File: src/rtl/reu_pkg.sv
// Shared definitions for the REU DMA transfer sequencer: sequencer states,
// transfer-type codes and the per-byte phase-count helper.
package reu_pkg;

  // Sequencer states; the four bus phases are consecutive so a byte can step
  // through them by incrementing the encoding.
  typedef enum logic [2:0] {
    ST_IDLE = 3'd0,
    ST_ARM  = 3'd1,
    ST_REQ  = 3'd2,
    ST_PH0  = 3'd3,
    ST_PH1  = 3'd4,
    ST_PH2  = 3'd5,
    ST_PH3  = 3'd6,
    ST_DONE = 3'd7
  } state_t;

  localparam logic [1:0] XFER_STASH  = 2'd0;
  localparam logic [1:0] XFER_FETCH  = 2'd1;
  localparam logic [1:0] XFER_SWAP   = 2'd2;
  localparam logic [1:0] XFER_VERIFY = 2'd3;

  // Number of bus phases needed to move one byte for a given transfer type.
  function automatic logic [2:0] phase_count(input logic [1:0] xfer_type);
    return (xfer_type == XFER_SWAP) ? 3'd4 : 3'd2;
  endfunction

  // Position of a bus-phase state within its byte (0 for non-phase states).
  function automatic logic [2:0] phase_index(input state_t st);
    case (st)
      ST_PH1:  return 3'd1;
      ST_PH2:  return 3'd2;
      ST_PH3:  return 3'd3;
      default: return 3'd0;
    endcase
  endfunction

endpackage

File: src/rtl/reu_dma_seq.sv
// REU DMA transfer sequencer. Takes the command state from the register
// block, owns the C64 bus and REU RAM strobes during a block transfer and
// reports per-byte steps and end/fault events back to the register block.
// Outputs are a decode of the registered state (plus the live BA and RAM
// compare), so each strobe lines up with the phase in which it is needed.
module reu_dma_seq
  import reu_pkg::*;
(
  input  logic       PHI2,
  input  logic       Reset,
  input  logic       Execute,
  input  logic       FF00Decode,
  input  logic [1:0] XferType,
  input  logic       Length1,
  input  logic       FF00Write,
  input  logic       BA,
  input  logic [7:0] CDin,
  input  logic [7:0] RAMDin,
  output logic       DMAOut,
  output logic       CRW,
  output logic       CDOE,
  output logic [7:0] CDout,
  output logic       RAMOE,
  output logic       RAMWE,
  output logic [7:0] RAMDout,
  output logic       NextCA,
  output logic       NextREUA,
  output logic       XferEnd,
  output logic       VerifyErr,
  output logic       Busy
);

  state_t     state_r;
  state_t     state_s;
  logic [7:0] d0_r;
  logic [7:0] d0_s;
  logic [7:0] d1_r;
  logic [7:0] d1_s;
  logic [2:0] phase_s;
  logic       last_s;
  logic       mismatch_s;

  // Locate the current bus phase and whether it finishes the byte.
  always_comb begin
    phase_s = phase_index(state_r);
    last_s  = (phase_s == (phase_count(XferType) - 3'd1));
  end

  // Next-state, latch loads and bus/RAM strobes for the current state.
  always_comb begin
    state_s    = state_r;
    d0_s       = d0_r;
    d1_s       = d1_r;
    mismatch_s = 1'b0;
    DMAOut     = 1'b0;
    CRW        = 1'b1;
    CDOE       = 1'b0;
    CDout      = 8'h00;
    RAMOE      = 1'b0;
    RAMWE      = 1'b0;
    RAMDout    = 8'h00;
    NextCA     = 1'b0;
    NextREUA   = 1'b0;
    XferEnd    = 1'b0;
    VerifyErr  = 1'b0;
    Busy       = (state_r != ST_IDLE);

    case (state_r)
      ST_IDLE: begin
        if (Execute) begin
          state_s = FF00Decode ? ST_ARM : ST_REQ;
        end else begin
          state_s = ST_IDLE;
        end
      end

      ST_ARM: begin
        if (FF00Write) begin
          state_s = ST_REQ;
        end else begin
          state_s = ST_ARM;
        end
      end

      ST_REQ: begin
        DMAOut = 1'b1;
        if (BA) begin
          state_s = ST_PH0;
        end else begin
          state_s = ST_REQ;
        end
      end

      ST_PH0, ST_PH1, ST_PH2, ST_PH3: begin
        DMAOut = 1'b1;
        if (BA) begin
          case ({XferType, phase_s[1:0]})
            {XFER_STASH, 2'd0}:  d0_s = CDin;
            {XFER_STASH, 2'd1}: begin
              RAMWE   = 1'b1;
              RAMDout = d0_r;
            end
            {XFER_FETCH, 2'd0}: begin
              RAMOE = 1'b1;
              d0_s  = RAMDin;
            end
            {XFER_FETCH, 2'd1}: begin
              CRW   = 1'b0;
              CDOE  = 1'b1;
              CDout = d0_r;
            end
            {XFER_VERIFY, 2'd0}: d0_s = CDin;
            {XFER_VERIFY, 2'd1}: begin
              RAMOE      = 1'b1;
              mismatch_s = (RAMDin != d0_r);
            end
            {XFER_SWAP, 2'd0}:   d0_s = CDin;
            {XFER_SWAP, 2'd1}: begin
              RAMOE = 1'b1;
              d1_s  = RAMDin;
            end
            {XFER_SWAP, 2'd2}: begin
              RAMWE   = 1'b1;
              RAMDout = d0_r;
            end
            {XFER_SWAP, 2'd3}: begin
              CRW   = 1'b0;
              CDOE  = 1'b1;
              CDout = d1_r;
            end
            default: d0_s = d0_r;
          endcase

          if (last_s) begin
            if (mismatch_s) begin
              VerifyErr = 1'b1;
              state_s   = ST_DONE;
            end else begin
              NextCA   = 1'b1;
              NextREUA = 1'b1;
              if (Length1) begin
                XferEnd = 1'b1;
                state_s = ST_DONE;
              end else begin
                state_s = ST_PH0;
              end
            end
          end else begin
            state_s = state_t'(state_r + 3'd1);
          end
        end else begin
          // bus stolen: hold phase and latches, keep /DMA asserted
          state_s = state_r;
        end
      end

      ST_DONE: begin
        state_s = ST_IDLE;
      end

      default: begin
        state_s = ST_IDLE;
      end
    endcase
  end

  // State and data latches advance on the falling edge of PHI2.
  always_ff @(negedge PHI2) begin
    if (Reset) begin
      state_r <= ST_IDLE;
      d0_r    <= 8'h00;
      d1_r    <= 8'h00;
    end else begin
      state_r <= state_s;
      d0_r    <= d0_s;
      d1_r    <= d1_s;
    end
  end

endmodule

File: config.mk
export PLATFORM = sky130hd
export DESIGN_NAME = reu_dma_seq
export DESIGN_NICKNAME = d
export VERILOG_FILES = /design/src/rtl/reu_pkg.sv /design/src/rtl/reu_dma_seq.sv
export SDC_FILE = /design/constraint.sdc
export NUM_CORES = 1
export LEC_CHECK = 0
export ABC_AREA = 1
export BUFFER_PORTS_ARGS = -buffer_cell sky130_fd_sc_hd__buf_2
export CORE_MARGIN = 2
export CORE_UTILIZATION = 51
export DETAILED_ROUTE_END_ITERATION = 10
export PLACE_DENSITY = 0.77
export RECOVER_POWER = 100
export REMOVE_ABC_BUFFERS = 1
export SLEW_MARGIN = 5
export SYNTH_ARGS = -nofsm -noshare
export SYNTH_HDL_FRONTEND = slang
export SYNTH_SLANG_ARGS = --single-unit
File: constraint.sdc
create_clock -name PHI2 -period 2.5 [get_ports PHI2]
set_input_delay 0.5 -clock PHI2 [delete_from_list [all_inputs] [get_ports PHI2]]
set_output_delay 0.5 -clock PHI2 [all_outputs]
set_load 0.01 [all_outputs]
* After elaboration in Yosys (flattened, before gate mapping)
Index checks and enable logic that the tools add are counted.
** Storage, ports and cells
- Bits in writable memories :: 0
- Register bits after elaboration :: 19
- Memories kept :: 0
- Memory bits (read-only) :: 0
- Bits in latches :: 0
- Output and inout bits :: 26
- Bits of input ports :: 25
** Cells by class
- Eq/ne operators :: 20
- Reductions and logical operators :: 12
- Shift operators :: 0
- Bitwise operators :: 0
- Add/subtract/negate cells :: 2
- Order comparisons :: 0
- Multipliers :: 0
- Muxes and demuxes :: 47
- Divide/modulo/power cells :: 0
** Operator list (number)
- $mux W8 :: 5
- $pmux W8 S2 :: 2
- $mux W1 :: 30
- $eq A4 B4 Y1 const B :: 6
- $mux W3 :: 5
- $pmux W3 S5 :: 1
- $eq A3 B3 Y1 const B :: 4
- $eq A4 B3 Y1 const B :: 2
- $ne A8 B8 Y1 :: 1
- $eq A3 B2 Y1 const B :: 2
- $mux W2 :: 3
- $pmux W2 S3 :: 1
- $reduce_and A3 Y1 :: 2
- $reduce_or A3 Y1 :: 2
- $reduce_or A5 Y1 :: 1
- $eq A4 B1 Y1 const B :: 1
- $logic_not A4 Y1 :: 1
- $reduce_or A2 Y1 :: 2
- $reduce_or A4 Y1 :: 1
- $add A3 B1 Y3 const B :: 1
- $eq A3 B1 Y1 const B :: 1
- $eq A3 B3 Y1 :: 1
- $logic_not A3 Y1 :: 1
- $reduce_bool A3 Y1 :: 1
- other kinds (4) :: 4

* Depth between registers and ports, before layout
- Depth in word-level cells :: 10
- Mapped depth :: 13
- Mapped depth without buffers :: 13

==> impl_metrics.py <==
metrics = {
    "cts": {
        "ctsRootBufferMaster": "clkbuf_4",
        "clock-sinks": 19,
        "cts_tree": "done",
        "clock_latency_ps": 440,
        "numCtsBuffers": 3,
        "cts.path.max_buffers": 2,
        "clkTransAtPathRegs_ps": 100,
        "htree_levels": 1,
        "cts_hold_buffers": 0,
    },
    "worst_setup_path": {
        "start_kind": "register",
        "critPathMaxStageDelay_ps": 400,
        "cp_num_buf_inv": 2,
        "slowest_stage": "dfxtp_4",
        "path_max_fanout": 4,
        "crit_path_cell_trace": "inv_4 > ha_4 > nor2_4 > nand2_4 > o32ai_4 > nand2_2 > nor2_1 > buf_2",
        "critPathCaptureType": "output port",
        "cp.arrival_ps": 3460,
        "path_class": "register to output port",
        "required_ps": 2000,
        "crit_family": "simple AND/OR/NAND/NOR gates",
    },
    "sta": {
        "finalHoldViolCount": 0,
        "max_slew_margin_pct": 44.1,
        "drv_slew": 0,
        "clock_skew_ps": 54.7,
        "worst_slew_pin_slew_ps": 835,
        "fin_ws_ps": -1460,
        "setup_viol_count_final": 35,
        "rsz0062_at_grt": "yes",
        "fin_hold_ws_ps": 485,
    },
    "routing": {
        "ant_nets": 0,
        "first_pass_iters": 5,
        "drt_iter0_drc": 293,
        "vias_per_cell": 5.58,
        "num_vias": 2411,
        "drt_wl_total_um": 7470,
        "route.detailed.drc": 0,
        "wl_per_cell_um": 17.3,
    },
    "global_route": {
        "grt_pass1_wl_um": 9400,
        "grt_antenna_before_repair": 0,
        "grt_use_total_pct": 34.8,
        "grt_overflow": 0,
        "grt_pass1_vias": 2208,
        "grt_max_degree": 17,
    },
    "cells_and_area": {
        "n_antenna_cell": 0,
        "fillerInstances": 170,
        "fin_nets": 419,
        "area_growth_pct": 62.7,
        "final_util_pct": 87.2,
        "drive_gt1_share_pct": 42.0,
    },
    "yosys": {
        "synth.distinct_cells": 33,
        "avgSynthCellArea_um2": 6.06,
        "yosysWarnings": 0,
        "syn-instance-count": 270,
        "seq_area_frac_synth_pct": 23.3,
        "mappedNetlistArea_um2": 1640,
        "ys_ff_latch": 19,
    },
    "die": {
        "die_y_um": 60.6,
        "coreArea_um2": 3050,
        "dieArea_um2": 3680,
        "num_rows": 20,
        "die_x_um": 60.6,
        "ios": 51,
        "initial_core_util_pct": 53.6,
    },
    "place": {
        "dp_hpwl_um": 3420,
        "place.port_buffers": 50,
        "gp_congestion": 0.934,
    },
    "power": {
        "ir_worst_vdd_v": 0.000267,
        "power_density_nw_per_um2": 425,
        "leakagePower_nw": 1.40,
    },
    "worst_hold_path": {
        "hp-class": "register to register",
    },
    "outcome": {
        "violations": "setup timing",
        "status": "finished with violations",
    },
    "flow_run": {
        "drv_cap": 0,
    },
}
-- layer usage --
metal / GRT usage (%) / vias to the layer above / share of wire (%)
met5: 0 / - / 0
met4: 19.9 / 0 / 6.1
met3: 13.6 / 55 / 12
met2: 59.1 / 209 / 46
met1: 36.6 / 1091 / 36
li1: - / 1056 / -
-- cell usage in the layout, fill, tap and decap left out, types with 4 or more instances in the layout --
master	synthesis	layout
nand2_2	4	6
nor2_1	28	23
nand2_1	62	56
a21oi_1	18	16
o22ai_2	0	7
buf_6	2	6
inv_2	4	7
o21ai_1	7	9
nand2_4	3	7
dfxtp_1	19	17
buf_4	1	45
xnor2_1	4	4
o21ai_0	12	12
inv_1	68	80
buf_2	0	47
nor2_2	0	5
-- layout make-up --
class	instances	area, um^2	share of cell area, %
Clock inverter	20	101	3.81
Timing Repair Buffer	99	646	24.3
Inverter	72	290	10.9
Clock buffer	3	22.5	0.846
Tap cell	44	55.1	2.07
Multi-Input combinational cell	175	1160	43.5
Sequential cell	19	388	14.6
-- per-stage QoR --
step / instance area (um^2) / setup WS, ps / setup TNS (ps) / power (W) / std cells
after floorplan: 1600 / -782 / -18320 / 0.000512 / 265
after global placement: 2220 / -930 / -24180 / 0.000626 / 399
after detailed placement: 2220 / -984 / -26300 / 0.000634 / 399
after CTS: 2570 / -1210 / -29480 / 0.00104 / 428
after global routing: 2660 / -1660 / -36480 / 0.00117 / 432
final: 2660 / -1460 / -34440 / 0.00113 / 432
-- cells by family after synthesis --
group	synth area share [%]
fa+ha+maj	3.83
flops	23.3
buf+inv	19.2
simple gates	32.0
compound gates	19.6
xor+xnor	2.14
-- what timing repair did --
item,in CTS,in global routing
gates cloned,2,0
pin swaps,13,10
endpoints found under the setup margin,26,30
gates resized for setup,41,26
setup buffers,6,4
-- flip-flops by register name, indices dropped and copies added, names as in the netlist --
signal / count
d0_r: 8
d1_r: 8
state_r: 3
-- worst register-to-register path: cells and delay by family, from the launching register on --
kind / cells / cell delay [ps]
compound gates: 2 / 150
fa+ha+maj: 1 / 170
simple gates: 5 / 390
buf+inv: 9 / 940
flops: 1 / 400
-- path summary, 6_finish.rpt --
kind,from,cells past startpoint,to,slack [ps]
max,state_r[0]$_SDFFE_NP0P_,8,RAMDout[5],-1460
min,d1_r[3]$_SDFFE_NP0P_,2,d1_r[3]$_SDFFE_NP0P_,490
max reg2reg,state_r[0]$_SDFFE_NP0P_,17,d0_r[2]$_SDFFE_NP0P_,310
min reg2reg,d1_r[3]$_SDFFE_NP0P_,2,d1_r[3]$_SDFFE_NP0P_,490
-- Yosys cell counts --
cell type	count	share of area, %
o21ai_0	12	3.7
a21oi_1	18	5.5
or2_2	1	0.38
buf_1	1	0.23
a21boi_2	1	0.69
nand4_4	1	1.3
o22ai_1	9	3.4
o21ai_4	1	0.99
nand2_2	4	1.5
dfxtp_1	19	23
ha_1	5	3.8
nor3_1	1	0.31
nand4_1	2	0.76
nand3_1	2	0.61
inv_4	1	0.38
o21ai_2	3	1.6
xnor2_1	4	2.1
nor2_8	1	1.2
nor2_4	3	2.1
clkbuf_1	1	0.23
nor3b_1	1	0.46
nor2_1	28	6.4
nand2_4	3	2.1
o32ai_1	1	0.54
a21oi_2	1	0.54
nand3_2	1	0.61
a22oi_1	1	0.46
o21ai_1	7	2.1
inv_1	68	16
nand2_1	62	14
inv_2	4	0.92
buf_4	1	0.46
buf_6	2	1.4
-- report_power, final --
part           switching, W  internal [W]
Clock              0.000244      0.000202
Sequential        0.0000144      0.000316
Combinational      0.000197      0.000159
Total              0.000456      0.000676
No activity file was read; power rests on OpenSTA's default activity.
